File: config.mk
export PLATFORM = sky130hd
export DESIGN_NAME = vdp18_spr_acc
export DESIGN_NICKNAME = d
export VERILOG_FILES = /design/src/rtl/vdp18_pkg.sv /design/src/rtl/vdp18_spr_addr.sv /design/src/rtl/vdp18_spr_acc.sv
export SDC_FILE = /design/constraint.sdc
export NUM_CORES = 1
export LEC_CHECK = 0
export ABC_AREA = 1
export CORE_MARGIN = 3
export CORE_UTILIZATION = 51
export DETAILED_ROUTE_END_ITERATION = 8
export PLACE_DENSITY = 0.86
export SLEW_MARGIN = 20
export SYNTH_ARGS = -nofsm -noshare
export SYNTH_HDL_FRONTEND = slang
export SYNTH_HIERARCHICAL = 1
export SYNTH_SLANG_ARGS = --single-unit
File: constraint.sdc
create_clock -name clk_i -period 3.3 [get_ports clk_i]
set_input_delay 0.99 -clock clk_i [delete_from_list [all_inputs] [get_ports clk_i]]
set_output_delay 0.99 -clock clk_i [all_outputs]
set_load 0.02 [all_outputs]
File: src/rtl/vdp18_pkg.sv
// Shared types and constants for the VDP18 sprite VRAM access sequencer.
//   access_t          : VRAM access kind presented to the sprite controller
//   state_t           : sprite access sequencer states
//   phase_t           : progress of the slot currently in flight
//   hv_sprite_start_c : pixel at which sprite attribute/pattern reads begin
package vdp18_pkg;

  typedef enum logic [2:0] {
    AC_NONE,
    AC_STST,
    AC_SATY,
    AC_SATX,
    AC_SATN,
    AC_SATC,
    AC_SPTH,
    AC_SPTL
  } access_t;

  typedef enum logic [2:0] {
    ST_IDLE,
    ST_TEST,
    ST_WAIT_RD,
    ST_READ,
    ST_DONE
  } state_t;

  typedef enum logic [1:0] {
    PH_FREE,
    PH_REQ,
    PH_ACC
  } phase_t;

  localparam int unsigned stst_cnt_w_c = 6;
  localparam int unsigned stst_max_c   = 32;
  localparam int unsigned vram_aw_c    = 14;

  // Reads start in the horizontal blanking region, after the last test slot.
  localparam logic signed [8:0] hv_sprite_start_c = -9'sd120;

  // Next access in the per-sprite read sequence, given the one just issued.
  function automatic access_t read_next(input access_t cur, input logic size1);
    access_t nxt;
    nxt = AC_SATY;
    case (cur)
      AC_SATY: nxt = AC_SATX;
      AC_SATX: nxt = AC_SATN;
      AC_SATN: nxt = AC_SATC;
      AC_SATC: nxt = AC_SPTH;
      AC_SPTH: nxt = size1 ? AC_SPTL : AC_SATY;
      default: nxt = AC_SATY;
    endcase
    return nxt;
  endfunction

endpackage

File: src/rtl/vdp18_spr_addr.sv
// Combinational VRAM address former for sprite accesses.
// Ports:
//   access_type : kind of access being requested
//   satb, spgb  : attribute table / pattern generator base registers
//   size1       : 16x16 sprite mode
//   spr_num, spr_line, spr_name : sprite fields from the sprite controller
//   addr_c      : resulting 14-bit VRAM address
module vdp18_spr_addr
  import vdp18_pkg::*;
(
  input  access_t     access_type,
  input  logic [6:0]  satb,
  input  logic [2:0]  spgb,
  input  logic        size1,
  input  logic [4:0]  spr_num,
  input  logic [3:0]  spr_line,
  input  logic [7:0]  spr_name,
  output logic [13:0] addr_c
);

  // Attribute entries are 4 bytes per sprite; patterns are 8 or 32 bytes.
  always_comb begin
    addr_c = '0;
    case (access_type)
      AC_STST,
      AC_SATY: addr_c = {satb, spr_num, 2'b00};
      AC_SATX: addr_c = {satb, spr_num, 2'b01};
      AC_SATN: addr_c = {satb, spr_num, 2'b10};
      AC_SATC: addr_c = {satb, spr_num, 2'b11};
      AC_SPTH: addr_c = size1 ? {spgb, spr_name[7:2], 1'b0, spr_line}
                              : {spgb, spr_name, spr_line[2:0]};
      AC_SPTL: addr_c = {spgb, spr_name[7:2], 1'b1, spr_line};
      default: addr_c = '0;
    endcase
  end

endmodule

File: src/rtl/vdp18_spr_acc.sv
// Sprite VRAM access sequencer: schedules sprite test (STST) slots during the
// active part of a line and attribute/pattern reads in the blanking region.
// Ports:
//   clk_i, reset_i        : clock, asynchronous active-high reset
//   clk_en_5m37_i         : pixel enable
//   vert_inc_i            : new-line strobe; vert_active_i qualifies the line
//   num_pix_i             : signed horizontal pixel counter
//   reg_satb_i/spgb_i/size1_i : VDP registers
//   stop_sprite_i, spr_num_i, spr_line_i, spr_name_i : from sprite controller
//   access_type_o         : current access kind
//   clk_en_acc_o          : data capture strobe
//   vram_req_o, vram_a_o  : VRAM read request and address
module vdp18_spr_acc
  import vdp18_pkg::*;
(
  input  logic               clk_i,
  input  logic               reset_i,
  input  logic               clk_en_5m37_i,
  input  logic               vert_inc_i,
  input  logic               vert_active_i,
  input  logic signed [8:0]  num_pix_i,
  input  logic [6:0]         reg_satb_i,
  input  logic [2:0]         reg_spgb_i,
  input  logic               reg_size1_i,
  input  logic               stop_sprite_i,
  input  logic [4:0]         spr_num_i,
  input  logic [3:0]         spr_line_i,
  input  logic [7:0]         spr_name_i,
  output access_t            access_type_o,
  output logic               clk_en_acc_o,
  output logic               vram_req_o,
  output logic [13:0]        vram_a_o
);

  state_t                  state;
  phase_t                  phase;
  logic [stst_cnt_w_c-1:0] stst_cnt;
  access_t                 rd_type;

  logic                    req_c;
  access_t                 req_type_c;
  logic [vram_aw_c-1:0]    addr_c;
  logic                    test_pix_c;
  logic                    stop_acc_c;

  vdp18_spr_addr u_addr (
    .access_type (req_type_c),
    .satb        (reg_satb_i),
    .spgb        (reg_spgb_i),
    .size1       (reg_size1_i),
    .spr_num     (spr_num_i),
    .spr_line    (spr_line_i),
    .spr_name    (spr_name_i),
    .addr_c      (addr_c)
  );

  // Test slots every 8 pixels across the visible 0..255 range.
  assign test_pix_c = !num_pix_i[8] && (num_pix_i[2:0] == 3'b000);
  assign stop_acc_c = clk_en_acc_o && stop_sprite_i;

  // Slot request decision; a new slot may overlap the trailing NONE phase.
  always_comb begin
    req_c      = 1'b0;
    req_type_c = AC_NONE;
    if (clk_en_5m37_i && !vert_inc_i && (phase != PH_REQ) && !stop_acc_c) begin
      case (state)
        ST_TEST: begin
          if (test_pix_c && (stst_cnt < stst_cnt_w_c'(stst_max_c))) begin
            req_c      = 1'b1;
            req_type_c = AC_STST;
          end
        end
        ST_READ: begin
          if (!num_pix_i[0]) begin
            req_c      = 1'b1;
            req_type_c = rd_type;
          end
        end
        default: ;
      endcase
    end
  end

  // Sequencer state, slot phase and registered outputs.
  always_ff @(posedge clk_i or posedge reset_i) begin
    if (reset_i) begin
      state         <= ST_IDLE;
      phase         <= PH_FREE;
      stst_cnt      <= '0;
      rd_type       <= AC_SATY;
      access_type_o <= AC_NONE;
      clk_en_acc_o  <= 1'b0;
      vram_req_o    <= 1'b0;
      vram_a_o      <= '0;
    end else begin
      vram_req_o   <= 1'b0;
      clk_en_acc_o <= 1'b0;

      if (clk_en_5m37_i) begin
        if (req_c) begin
          access_type_o <= req_type_c;
          vram_a_o      <= addr_c;
          vram_req_o    <= 1'b1;
          phase         <= PH_REQ;
        end else begin
          case (phase)
            PH_REQ: begin
              clk_en_acc_o <= 1'b1;
              phase        <= PH_ACC;
            end
            PH_ACC: begin
              access_type_o <= AC_NONE;
              phase         <= PH_FREE;
            end
            default: ;
          endcase
        end
      end

      if (vert_inc_i) begin
        state    <= vert_active_i ? ST_TEST : ST_IDLE;
        stst_cnt <= '0;
        rd_type  <= AC_SATY;
      end else begin
        case (state)
          ST_TEST: begin
            if (req_c) begin
              stst_cnt <= stst_cnt + stst_cnt_w_c'(1);
            end
            if (clk_en_acc_o && (access_type_o == AC_STST) &&
                (stop_sprite_i || (stst_cnt == stst_cnt_w_c'(stst_max_c)))) begin
              state <= ST_WAIT_RD;
            end
          end
          ST_WAIT_RD: begin
            if (clk_en_5m37_i && (num_pix_i == hv_sprite_start_c)) begin
              state <= stop_sprite_i ? ST_DONE : ST_READ;
            end
          end
          ST_READ: begin
            if (req_c) begin
              rd_type <= read_next(req_type_c, reg_size1_i);
            end
            if (stop_acc_c) begin
              state <= ST_DONE;
            end
          end
          default: ;
        endcase
      end
    end
  end

endmodule

### Word level (Yosys, flattened, before mapping)

Cells that the tools add are included.

| storage, ports and cells | value |
|---|---|
| flip-flop bits (word level) | 33 |
| output and inout bits | 19 |
| word-level logic and storage cells | 90 |

| cells by class | value |
|---|---|
| add/sub/neg operators | 1 |
| order comparisons | 1 |
| eq/ne operators | 19 |
| muxes and demuxes | 34 |
| reductions and logical operators | 27 |

Operators with widths:

| cell | number |
|---|---|
| 14-bit one-hot mux with 6 select lines | 1 |
| 3-bit two-way mux | 13 |
| 6-bit two-way mux | 3 |
| 3-bit one-hot mux with 5 select lines | 1 |
| 3-bit by 2-bit equality test with 1-bit output (second input constant) | 4 |
| 3-bit equality test (second input constant) | 4 |
| 1-bit two-way mux | 10 |
| 2-bit AND reduction | 5 |
| 3-bit by 1-bit equality test with 1-bit output (second input constant) | 3 |
| 9-bit by 8-bit equality test with 1-bit output (second input constant) | 1 |
| 1-bit logical AND | 9 |
| 3-bit inequality test (second input constant) | 3 |
| 3-bit one-hot mux with 3 select lines | 1 |
| 2-bit nonzero test | 4 |
| 6-bit by 1-bit adder with 6-bit output (second input constant) | 1 |
| 6-bit equality test (second input constant) | 1 |
| 6-bit less-than comparator (second input constant) | 1 |
| 3-bit one-hot mux with 2 select lines | 1 |
| 5-bit two-way mux | 1 |
| 2-bit one-hot mux with 2 select lines | 1 |
| 4-bit AND reduction | 1 |
| 4-bit nonzero test | 1 |
| 1-bit logical NOT | 3 |
| 3-bit logical NOT | 1 |
| other kinds (8) | 8 |

### Longest topological paths before layout

| logic depth | value |
|---|---|
| word-level depth | 11 |
| mapped depth | 14 |

### Hierarchy

Netlist, hierarchy kept.

By module, submodules not included:

| module | times used | cells an instance | area each (µm²) | sequential area each (µm²) |
|---|---|---|---|---|
| vdp18_spr_acc | 1 | 217 | 1,734.2 | 827.0 |
| vdp18_spr_addr | 1 | 61 | 336.6 | 0.0 |

### Least setup slack after synthesis

No wires, ideal clock.

| timing path | value |
|---|---|
| path type | input-to-reg |
| from | input port vert_inc_i |
| to | register vram_a_o[6] |
| setup time | 116 ps |
| arrival time | 2,240 ps |
| data required time | 3,184 ps |
| setup slack | 944 ps |
| stages on the path | 13 |
| buffers on the path | 2 |
| cell sequence | buf_2 > inv_2 > nand4_4 > inv_2 > nand3_2 > clkinv_1 > inv_1 > nand3_2 > buf_6 > o211ai_1 > inv_1 > nand2_1 > nand2_1 |

| on the way | value |
|---|---|
| longest elaborated chain between the ends | 8 |
| elaborated cells on any way between the ends | 16 |

RTL lines:

| item | RTL line | source |
|---|---|---|
| start: declaration | vdp18_spr_acc.sv:19 | `input logic vert_inc_i,` |
| 1-bit logical NOT (*) | vdp18_spr_acc.sv:65 | `if (clk_en_5m37_i && !vert_inc_i && (phase != PH_REQ) && !stop_acc_c) begin` |
| 1-bit logical AND (*) (3 in series) | vdp18_spr_acc.sv:65 |  |
| 3-bit two-way mux (*) | vdp18_spr_acc.sv:65 |  |
| via req_type_c[2] | vdp18_spr_acc.sv:41 | `access_t req_type_c;` |
| 3-bit by 1-bit equality test with 1-bit output / 3-bit by 2-bit equality test with 1-bit output (equally long branches) | vdp18_spr_addr.sv:24 | `case (access_type)` |
| 2-bit OR reduction | vdp18_spr_addr.sv:24 |  |
| 14-bit one-hot mux with 6 select lines (*) | vdp18_spr_addr.sv:24 |  |
| via addr_c[6] | vdp18_spr_acc.sv:42 | `logic [vram_aw_c-1:0] addr_c;` |
| end signal: assignment | vdp18_spr_acc.sv:102 | `vram_a_o <= addr_c;` |
| end: declaration | vdp18_spr_acc.sv:32 | `output logic [13:0] vram_a_o` |

The timed path passes the listed nets; every way through them passes the cells marked *.
A chain may end at the register's enable or synchronous reset.

### Worst setup path in the final report

| timing path | value |
|---|---|
| from | input port num_pix_i[0] |
| to | register vram_a_o[4] |

| on the way | value |
|---|---|
| longest elaborated chain between the ends | 9 |
| elaborated cells on any way between the ends | 21 |

RTL lines:

| item | RTL line | source |
|---|---|---|
| start: declaration | vdp18_spr_acc.sv:21 | `input logic signed [8:0] num_pix_i,` |
| 3-bit logical NOT | vdp18_spr_acc.sv:58 | `assign test_pix_c = !num_pix_i[8] && (num_pix_i[2:0] == 3'b000);` |
| 1-bit logical AND | vdp18_spr_acc.sv:58 |  |
| 1-bit logical AND | vdp18_spr_acc.sv:68 | `if (test_pix_c && (stst_cnt < stst_cnt_w_c'(stst_max_c))) begin` |
| 1-bit two-way mux | vdp18_spr_acc.sv:68 |  |
| 3-bit one-hot mux with 2 select lines (*) | vdp18_spr_acc.sv:66 | `case (state)` |
| 3-bit two-way mux (*) | vdp18_spr_acc.sv:65 |  |
| via req_type_c[0] | vdp18_spr_acc.sv:41 |  |
| 3-bit by 1-bit equality test with 1-bit output / 3-bit by 2-bit equality test with 1-bit output (equally long branches) | vdp18_spr_addr.sv:24 |  |
| 2-bit OR reduction | vdp18_spr_addr.sv:24 |  |
| 14-bit one-hot mux with 6 select lines (*) | vdp18_spr_addr.sv:24 |  |
| via addr_c[4] | vdp18_spr_acc.sv:42 |  |

Marked as above.

==> results.py <==
metrics = {
    "status": {
        "status": "finished clean",
    },
    "synthesis": {
        "ys_seq_area_share_pct": 39.9,
        "synth_nets": 323,
        "synth_area_per_cell_um2": 7.45,
        "synth_cell_types": 39,
        "synth_warnings": 6,
        "synth-seq-cells": 33,
        "synthCells": 278,
        "synth_area_um2": 2070,
    },
    "critical_path": {
        "crit_arrival_ns": 3.14,
        "slowest_stage": "clkdlybuf4s50_1",
        "crit_type": "input port to flop",
        "start_kind": "input port",
        "critPathMaxFanout": 12,
        "crit_chain": "clkdlybuf4s50_1 -> nor3_2 -> nand3_2 -> nand2_1 -> nand3_2 -> inv_1 -> inv_1 -> nand3_2 -> o21ai_0 -> a21oi_1 -> nand2_1 -> nand2_1",
        "critPathRequiredTime_ns": 3.52,
        "cp_num_buf_inv": 3,
        "cp_top_family": "simple AND/OR/NAND/NOR gates",
        "end_kind": "flop",
        "slowest_delay_ns": 0.48,
    },
    "floorplan": {
        "die_area_um2": 4860,
        "boundaryPins": 62,
        "die_h_um": 69.7,
        "coreArea_um2": 3800,
        "rows": 22,
        "chipWidth_um": 69.7,
        "initial_core_util_pct": 54.5,
    },
    "detailed_routing": {
        "drc": 0,
        "avgViaCountPerCell": 5.06,
        "vias": 1984,
        "dr.first_iter.drc_count": 136,
        "wl_per_cell_um": 12.5,
        "dr.pass1.iters": 5,
        "wl_mm": 4.92,
        "postRouteAntennaNets": 0,
    },
    "cts": {
        "cts_tree": "done",
        "ctsResizeCount": 0,
        "cts_hold_buf": 0,
        "cts_setup_buffers": 0,
        "clk_pin_slew_ns": 0.06,
        "cts.htree.levels": 2,
        "clk_latency_ns": 0.28,
        "cts_root_buf": "clkbuf_8",
        "clock_path_buffers": 2,
        "cts_buffers": 5,
        "clock-sinks": 33,
    },
    "finish": {
        "area_growth_pct": 35.5,
        "drive_gt1_share_pct": 15.4,
        "final_cell_area_um2": 2810,
        "antennaDiodeCount": 0,
        "instances_no_fill": 392,
        "final.fill_count": 308,
        "fin_nets": 388,
    },
    "placed_design": {
        "dpl.hpwl_mm": 3.65,
        "routabilityCongestion": 0.854,
        "place_area_um2": 2700,
        "placedCellCount": 384,
        "portBuffers": 61,
    },
    "timing": {
        "skew_ns": 0.00725,
        "maxSlewHeadroom_pct": 71.7,
        "max_freq_ghz": 0.342,
        "hold_viol_final": 0,
        "setup_violations": 0,
        "tightest_slew_ns": 0.425,
        "rsz0062_at_grt": "false",
        "finalMaxSlewViolations": 0,
        "finalCriticalPeriod_ns": 2.93,
        "finalCritPeriodShare_pct": 88.7,
        "final.setup.tns_ns": 0,
    },
    "global_routing": {
        "grt_pass1_vias": 1904,
        "grt_max_degree": 34,
        "track_usage_pct": 21.3,
        "grt_first_pass_wirelength_mm": 8.54,
        "antenna_found_initial": 0,
        "gr-total-overflow": 0,
    },
    "run": {
        "drv_cap": 0,
    },
    "power_and_ir_drop": {
        "ir_worst_vdd_uv": 273,
        "p_per_area_nw_per_um2": 333,
        "total_leakage_power_nw": 1.39,
    },
    "min_path": {
        "hp-class": "flop to flop",
    },
}
-- metal layers --
metal	vias up	part of all wire, %	track usage (%)
met5	-	0	0
li1	1001	-	-
met1	930	45	28.0
met2	49	50	35.4
met3	4	4.3	4.20
met4	0	0.77	6.81
-- layout by cell type, fill, tap and decap left out, types with 2 or more instances in the layout --
master and count:
nand2_1 97, clkdlybuf4s50_1 61, nor2_1 36, dfrtp_1 32, inv_1 24, nand3_1 15
o21ai_2 8, clkbuf_8 7, inv_2 6, nor2_2 5, nand3_2 5, nand2_2 4
nand4_1 4, o21ai_1 3, a21oi_1 3, o21ai_0 3, buf_4 3, nand2_4 2
a21oi_2 2, nand3b_1 2, o211ai_1 2, or2_2 2, ha_1 2
-- report_power, final --
part | total, mW | internal [mW] | leakage [nW] | switching, mW
Clock | 0.336 | 0.189 | 0.0542 | 0.148
Combinational | 0.161 | 0.0798 | 0.880 | 0.0810
Sequential | 0.437 | 0.421 | 0.453 | 0.0163
Total | 0.934 | 0.689 | 1.39 | 0.245
-- layout make-up --
type / instances / area, µm² / area share [%]
sequential: 33 / 827 / 29.5
multi-input combinational: 207 / 1060 / 37.8
clock buffer: 7 / 96.3 / 3.43
timing repair buffer: 64 / 633 / 22.6
inverter: 32 / 123 / 4.37
tap: 48 / 60.1 / 2.14
clock inverter: 1 / 5.00 / 0.178
-- worst reg2reg max path, cell delays in order, from the launching register on --
cell and delay [ns]:
dfrtp_1 0.39, inv_2 0.11, nand2_1 0.08, nor2_2 0.16
nand3_2 0.18, nand2_1 0.12, nand3_2 0.15, inv_1 0.12
inv_1 0.07, nand3_2 0.29, o21ai_0 0.18, a21oi_1 0.14
nand2_1 0.06, nand2_1 0.06
-- path summary, 6_finish.rpt --
path / startpoint / cells past startpoint / slack [ns] / to
min in group asynchronous: reset_i / 3 / 1.12 / vram_req_o
hold reg to reg: vram_a_o[5] / 2 / 0.48 / vram_a_o[5]
hold / removal: vram_a_o[5] / 2 / 0.48 / vram_a_o[5]
setup reg to reg: state[2] / 13 / 1.13 / vram_a_o[4]
max in group asynchronous: reset_i / 3 / 1.85 / rd_type[1]
setup / recovery: num_pix_i[0] / 12 / 0.37 / vram_a_o[4]
-- flip-flops by register name, summed over array words and instances, names as in the netlist --
signal / flops
access_type_o: 3
clk_en_acc_o: 1
phase: 2
rd_type: 3
state: 3
stst_cnt: 6
vram_a_o: 14
vram_req_o: 1
-- metrics by stage --
step                worst slack (ns)  power [mW]  util [%]  hold WS, ns
finish                         0.373       0.934      73.8        0.477
global route                   0.135       0.973      73.8        0.508
CTS                            0.384       0.939      73.8        0.481
detailed placement             0.129       0.605      71.2        0.464
global placement               0.242       0.603      71.2        0.461
floorplan                      0.944       0.522         -        0.458
-- cell usage after synthesis --
| master | n | area (µm²) |
|---|---|---|
| nand2_1 | 97 | 364 |
| nor2_1 | 36 | 135 |
| dfrtp_1 | 32 | 801 |
| inv_1 | 24 | 90.1 |
| nand3_1 | 15 | 75.1 |
| o21ai_2 | 8 | 70.1 |
| inv_2 | 6 | 22.5 |
| nand3_2 | 5 | 50.1 |
| nor2_2 | 5 | 31.3 |
| nand2_2 | 4 | 25.0 |
| nand4_1 | 4 | 25.0 |
| a21oi_1 | 3 | 15.0 |
| o21ai_0 | 3 | 15.0 |
| o21ai_1 | 3 | 15.0 |
| a21oi_2 | 2 | 17.5 |
| buf_2 | 2 | 10.0 |
| buf_6 | 2 | 22.5 |
| ha_1 | 2 | 25.0 |
| nand2_4 | 2 | 22.5 |
| nand3b_1 | 2 | 15.0 |
| o211ai_1 | 2 | 15.0 |
| or2_2 | 2 | 12.5 |
| a21oi_4 | 1 | 16.3 |
| a22oi_2 | 1 | 12.5 |
| a31oi_1 | 1 | 6.26 |
| buf_12 | 1 | 20.0 |
| buf_4 | 1 | 7.51 |
| clkinv_1 | 1 | 3.75 |
| dfstp_2 | 1 | 26.3 |
| inv_4 | 1 | 6.26 |
| nand4_4 | 1 | 21.3 |
| nor2_4 | 1 | 11.3 |
| nor2_8 | 1 | 20.0 |
| nor3_1 | 1 | 5.00 |
| nor3_2 | 1 | 10.0 |
| nor3b_1 | 1 | 7.51 |
| o31ai_1 | 1 | 7.51 |
| or2_1 | 1 | 6.26 |
| xor2_1 | 1 | 8.76 |
-- kinds of logic after synthesis --
kind of cell             after synthesis  synth area share, %
adder cells (fa/ha/maj)                2                 1.21
XOR/XNOR                               1                0.423
flip-flops                            33                 39.9
AO/OA/AOI/OAI                         25                 9.18
AND/OR/NAND/NOR                      179                 40.4
buffers and inverters                 38                 8.82
No activity file was read; power rests on OpenSTA's default activity.
